[config.mk]
export PLATFORM = sky130hd
export DESIGN_NAME = pll_lock_sequencer
export DESIGN_NICKNAME = d
export VERILOG_FILES = /design/src/rtl/pll_lock_sequencer.sv
export SDC_FILE = /design/constraint.sdc
export NUM_CORES = 1
export LEC_CHECK = 0
export CAP_MARGIN = 20
export CORE_MARGIN = 8
export CORE_UTILIZATION = 60
export DETAILED_ROUTE_END_ITERATION = 10
export PLACE_DENSITY = 0.83
export SYNTH_ARGS = -nofsm -noshare
export SYNTH_HDL_FRONTEND = slang
export SYNTH_SLANG_ARGS = --single-unit
[constraint.sdc]
create_clock -name clk_i -period 5.9 [get_ports clk_i]
set_input_delay 0.59 -clock clk_i [delete_from_list [all_inputs] [get_ports clk_i]]
set_output_delay 0.59 -clock clk_i [all_outputs]
set_load 0.05 [all_outputs]
[src/rtl/pll_lock_sequencer.sv]
// PLL/DCM reset supervisor: holds the PLL in reset, qualifies a synchronized LOCKED, then releases DCM and fabric resets.
// lk lags pll_locked_i by 2 cycles and outputs are registered off next state; no backpressure. Option: PLL_LOCK_LOSS_COUNT_EN.
module pll_lock_sequencer #(
    parameter int unsigned RST_CYCLES    = 16,
    parameter int unsigned LOCK_TIMEOUT  = 65536,
    parameter int unsigned STABLE_CYCLES = 1024,
    parameter int unsigned DCM_CYCLES    = 256,
    parameter int unsigned CNT_W         = 20
) (
    input  logic        clk_i,
    input  logic        rst_i,
    input  logic        pll_locked_i,
    input  logic        force_relock_i,
    output logic        pll_rst_o,
    output logic        dcm_rst_o,
    output logic        sys_rst_o,
    output logic        ready_o,
    output logic [2:0]  state_o,
    output logic [7:0]  retries_o
`ifdef PLL_LOCK_LOSS_COUNT_EN
    ,
    output logic [15:0] lock_loss_count_o
`endif
);

    typedef enum logic [2:0] {
        ST_IDLE      = 3'd0,
        ST_PLL_RST   = 3'd1,
        ST_WAIT_LOCK = 3'd2,
        ST_STABLE    = 3'd3,
        ST_DCM_WAIT  = 3'd4,
        ST_RUN       = 3'd5
    } state_e;

    localparam logic [CNT_W-1:0] RST_LAST    = CNT_W'(RST_CYCLES - 1);
    localparam logic [CNT_W-1:0] TIMEOUT_LAST = CNT_W'(LOCK_TIMEOUT - 1);
    localparam logic [CNT_W-1:0] STABLE_LAST = CNT_W'(STABLE_CYCLES - 1);
    localparam logic [CNT_W-1:0] DCM_LAST    = CNT_W'(DCM_CYCLES - 1);
    localparam logic [CNT_W-1:0] CNT_ONE     = CNT_W'(1);

    state_e           state_q, state_d;
    logic [CNT_W-1:0] cnt_q, cnt_d;
    logic [7:0]       retries_q, retries_d;
    logic             sync_meta_q, lk_q;
    logic             pll_rst_q, pll_rst_d;
    logic             dcm_rst_q, dcm_rst_d;
    logic             sys_rst_q, sys_rst_d;
    logic             ready_q, ready_d;
    logic             force_hit;

    // Two-flop synchronizer; lk_q is the only view of LOCKED the FSM uses.
    always_ff @(posedge clk_i) begin
        if (rst_i) begin
            sync_meta_q <= 1'b0;
            lk_q        <= 1'b0;
        end else begin
            sync_meta_q <= pll_locked_i;
            lk_q        <= sync_meta_q;
        end
    end

    assign force_hit = force_relock_i &&
                       (state_q inside {ST_PLL_RST, ST_WAIT_LOCK, ST_STABLE, ST_DCM_WAIT, ST_RUN});

    always_comb begin
        state_d   = state_q;
        cnt_d     = cnt_q;
        retries_d = retries_q;
        case (state_q)
            ST_IDLE: begin
                state_d = ST_PLL_RST;
                cnt_d   = '0;
            end
            ST_PLL_RST: begin
                if (cnt_q == RST_LAST) begin
                    state_d = ST_WAIT_LOCK;
                    cnt_d   = '0;
                end else begin
                    cnt_d = cnt_q + CNT_ONE;
                end
            end
            ST_WAIT_LOCK: begin
                if (lk_q) begin
                    state_d = ST_STABLE;
                    cnt_d   = '0;
                end else if (cnt_q == TIMEOUT_LAST) begin
                    state_d   = ST_PLL_RST;
                    cnt_d     = '0;
                    retries_d = (retries_q == 8'hFF) ? retries_q : retries_q + 8'd1;
                end else begin
                    cnt_d = cnt_q + CNT_ONE;
                end
            end
            ST_STABLE: begin
                // A dropout here is treated as a slow lock, not a failed attempt.
                if (!lk_q) begin
                    state_d = ST_WAIT_LOCK;
                    cnt_d   = '0;
                end else if (cnt_q == STABLE_LAST) begin
                    state_d = ST_DCM_WAIT;
                    cnt_d   = '0;
                end else begin
                    cnt_d = cnt_q + CNT_ONE;
                end
            end
            ST_DCM_WAIT: begin
                if (!lk_q) begin
                    state_d = ST_PLL_RST;
                    cnt_d   = '0;
                end else if (cnt_q == DCM_LAST) begin
                    state_d = ST_RUN;
                    cnt_d   = '0;
                end else begin
                    cnt_d = cnt_q + CNT_ONE;
                end
            end
            ST_RUN: begin
                if (!lk_q) begin
                    state_d = ST_PLL_RST;
                    cnt_d   = '0;
                end
            end
            default: begin
                state_d = ST_IDLE;
                cnt_d   = '0;
            end
        endcase

        if (force_hit) begin
            state_d   = ST_PLL_RST;
            cnt_d     = '0;
            retries_d = retries_q;
        end
    end

    // Reset-tree outputs are decoded from the next state so they change on the same edge as state_q.
    always_comb begin
        pll_rst_d = 1'b1;
        dcm_rst_d = 1'b1;
        sys_rst_d = 1'b1;
        ready_d   = 1'b0;
        case (state_d)
            ST_WAIT_LOCK, ST_STABLE: begin
                pll_rst_d = 1'b0;
            end
            ST_DCM_WAIT: begin
                pll_rst_d = 1'b0;
                dcm_rst_d = 1'b0;
            end
            ST_RUN: begin
                pll_rst_d = 1'b0;
                dcm_rst_d = 1'b0;
                sys_rst_d = 1'b0;
                ready_d   = 1'b1;
            end
            default: ;
        endcase
    end

    always_ff @(posedge clk_i) begin
        if (rst_i) begin
            state_q   <= ST_IDLE;
            cnt_q     <= '0;
            retries_q <= '0;
            pll_rst_q <= 1'b1;
            dcm_rst_q <= 1'b1;
            sys_rst_q <= 1'b1;
            ready_q   <= 1'b0;
        end else begin
            state_q   <= state_d;
            cnt_q     <= cnt_d;
            retries_q <= retries_d;
            pll_rst_q <= pll_rst_d;
            dcm_rst_q <= dcm_rst_d;
            sys_rst_q <= sys_rst_d;
            ready_q   <= ready_d;
        end
    end

    assign pll_rst_o = pll_rst_q;
    assign dcm_rst_o = dcm_rst_q;
    assign sys_rst_o = sys_rst_q;
    assign ready_o   = ready_q;
    assign state_o   = state_q;
    assign retries_o = retries_q;

`ifdef PLL_LOCK_LOSS_COUNT_EN
    logic [15:0] loss_cnt_q, loss_cnt_d;
    logic        run_loss;

    // A relock request on the same edge as the dropout is not counted as a loss.
    assign run_loss   = (state_q == ST_RUN) && !lk_q && !force_hit;
    assign loss_cnt_d = (run_loss && (loss_cnt_q != 16'hFFFF)) ? loss_cnt_q + 16'd1 : loss_cnt_q;

    always_ff @(posedge clk_i) begin
        if (rst_i) begin
            loss_cnt_q <= '0;
        end else begin
            loss_cnt_q <= loss_cnt_d;
        end
    end

    assign lock_loss_count_o = loss_cnt_q;
`endif

endmodule

==> results.toml <==
[critical_path]
path_delay_family = "simple AND/OR/NAND/NOR gates"
worstSetupPathType = "reg2reg"
crit_path_end_kind = "register"
worstPathArrival_ps = 3050
slowest_delay_ps = 660
required_ps = 6140
cp_slowest_cell = "nor3_1"
cp_max_fo = 11
reg2reg_slack_ps = 3090
cp-start-kind = "register"
crit_chain = "ha_1 > nand3_1 > nor3_1 > a21oi_1 > nor3_1 > a21oi_1 > buf_4 > and3_1 > a221o_1"
path_buf_inv = 1

[cells_and_area]
utilization_pct = 72.01
drive_gt1_share_pct = 6.154
nNetsFinal = 266
area_growth_pct = 13.57
nFillCells = 258
antennaDiodeCount = 0

[timing]
slew_viol_final = 0
rsz0062_at_grt = "no"
skew_ps = 3.964
hold_viol_final = 0
holdWs_ps = 453.4
slew_headroom_pct = 26.70
setup_violations = 0
setup_slack_ps = 3090
fin_crit_ps = 2810
post-route-period-util_pct = 47.63
max_freq_mhz = 355.9
tightest_slew_ps = 1091
fin_tns_setup_ps = 0

[placement]
gp_congestion = 0.9179
pre_cts_slack_ps = 2981
dp_hpwl_um = 3028
portBuffers = 18

[power_and_ir_drop]
cellPowerDensity_nw_per_um2 = 184.9
ir_drop_uv = 158.1
leakagePower_nw = 0.7924

[die]
die_w_um = 72.80
die-area_sq_um = 5299
coreArea_sq_um = 3053
start_util_pct = 63.40
ios = 19
rows = 20
fp.dieH_um = 72.80

[yosys]
async_reset_ff_share_pct = 0
syn_area_sq_um = 1936
avgSynthCellArea_sq_um = 8.032
ys_seq_area_share_pct = 38.27
netlist_instances = 241
synth_edf_count = 0
synth_warnings = 0
synth_ff_type = "dfxtp_1"
synth_cell_types = 43
syn_nets = 247
ys_seq_elements = 37

[global_route]
antenna_found_initial = 0
grt_pass1_wl_um = 7355
grt_pass1_vias = 1652
grt_usage_pct = 17.09
grt_max_degree = 17
grt-ovfl-total = 0

[drt]
drtIter0Drc = 206
drc = 0
wire_per_inst_um = 14.30
ant_nets = 0
viasPerCell = 6.118
drt_first_pass_iters = 5
dr_total_vias = 1860
wl_um = 4347

[flow_run]
max-cap-violations = 0

[clocking]
cts.sink_count = 37
cts_tree = "done"
clockRootBuffer = "clkbuf_4"
htree_levels = 2
clk_latency_ps = 340
post_cts_buffers = 0
hold_buffers = 0
cts_buffers = 5
clk_pin_slew_ps = 100
cts_resized = 0
cts_max_path_buffers = 2

[hold_path]
hp-class = "reg2reg"

[outcome]
run_status = "finished, final reports clean"
## layer usage
layer  part of all wire, %  track usage [%]  wire length (um)  up-vias
met5                     0                0                 0        -
met4                   2.4            7.556               106        0
met3                   8.9            5.357               386       17
met2                    43            25.75              1857       87
met1                    46            21.65              1997      842
li1                      -                -                 -      914
## synth_stat cells, types with 2 or more instances
library cell / count / share of area (%)
ha_1: 2 / 1.3
a21o_1: 2 / 0.78
nand2_1: 33 / 6.4
o21ai_0: 12 / 3.1
mux2i_1: 3 / 1.6
nand4_1: 5 / 1.6
nor4_4: 2 / 2.2
nor2b_1: 4 / 1.3
a22o_1: 2 / 0.91
and4_1: 3 / 1.4
nand3_1: 14 / 3.6
a41oi_1: 2 / 0.91
inv_1: 6 / 1.2
a21oi_1: 16 / 4.1
nor3_1: 12 / 3.1
clkbuf_1: 5 / 0.97
or3_1: 2 / 0.65
a31oi_1: 6 / 1.9
a22oi_1: 2 / 0.78
and2_1: 8 / 2.6
xnor2_1: 6 / 2.7
or4_1: 2 / 0.78
dfxtp_1: 37 / 38
a211oi_1: 2 / 0.78
and3_1: 6 / 1.9
nor2_1: 27 / 5.2
xor2_1: 4 / 1.8
## power by group
group	internal [mW]	switching, mW	total (mW)
Clock	0.0562	0.0772	0.133
Sequential	0.251	0.00218	0.253
Combinational	0.00720	0.0125	0.0197
Total	0.315	0.0919	0.407
## cell families after synthesis
logic type | Yosys count | share of synthesized area [%]
AND/OR/NAND/NOR | 126 | 35.29
AO/OA/AOI/OAI | 50 | 16.10
flip-flops | 37 | 38.27
buffers and inverters | 13 | 2.973
XOR/XNOR | 10 | 4.525
multiplexers | 3 | 1.551
adder cells (fa/ha/maj) | 2 | 1.293
## worst register-to-register path: stages (launching register included)
cell and delay, ps:
dfxtp_1 400, ha_1 220, nand3_1 180, nor3_1 660, a21oi_1 140, nor3_1 260, a21oi_1 200, buf_4 220
and3_1 180, a221o_1 250
## layout make-up
class | count | area [sq um] | share of cell area, %
multi-input combinational | 191 | 1137 | 51.74
sequential | 37 | 740.7 | 33.69
timing repair buffer | 19 | 187.7 | 8.537
clock buffer | 7 | 55.05 | 2.504
tap | 44 | 55.05 | 2.504
inverter | 6 | 22.52 | 1.024
## worst paths after layout
path                                        startpoint               endpoint  depth (start not counted)
worst min-delay path            sync_meta_q$_SDFF_PP0_        lk_q$_SDFF_PP0_                          1
worst max-delay path             cnt_q[0]$_SDFFE_PP0P_  cnt_q[6]$_SDFFE_PP0P_                          9
worst max register to register   cnt_q[0]$_SDFFE_PP0P_  cnt_q[6]$_SDFFE_PP0P_                          9
worst min register to register  sync_meta_q$_SDFF_PP0_        lk_q$_SDFF_PP0_                          1
## state kept, by name (all words and copies together) (netlist names)
name and cells:
cnt_q 20, retries_o 8, state_o 3, dcm_rst_o 1, lk_q 1, pll_rst_o 1, ready_o 1, sync_meta_q 1
sys_rst_o 1
## cell usage in the layout, fill, tap and decap left out, types with 2 or more instances in the layout
cell             Yosys  routed
a211oi_1             2       2
a21o_1               2       2
a21oi_1             16      16
a22o_1               2       2
a22oi_1              2       2
a31oi_1              6       6
a41oi_1              2       2
and2_1               8       8
and3_1               6       6
and4_1               3       3
clkbuf_4             0       5
clkdlybuf4s50_1      0      18
dfxtp_1             37      37
ha_1                 2       2
inv_1                6       6
mux2i_1              3       3
nand2_1             33      33
nand3_1             14      14
nand4_1              5       5
nor2_1              27      27
nor2b_1              4       4
nor3_1              12      12
nor4_4               2       2
o21ai_0             12      12
or3_1                2       2
or4_1                2       2
xnor2_1              6       6
xor2_1               4       4
## stage by stage
step | area, sq um | cells | total power, mW
2_1_floorplan | 1936 | 241 | 0.2720
3_3_place_gp | 2136 | 296 | 0.2775
3_5_place_dp | 2136 | 296 | 0.2777
4_1_cts | 2191 | 303 | 0.4084
5_1_grt | 2198 | 304 | 0.4219
6_report | 2198 | 304 | 0.4066
No activity file was read; power rests on OpenSTA's default activity.
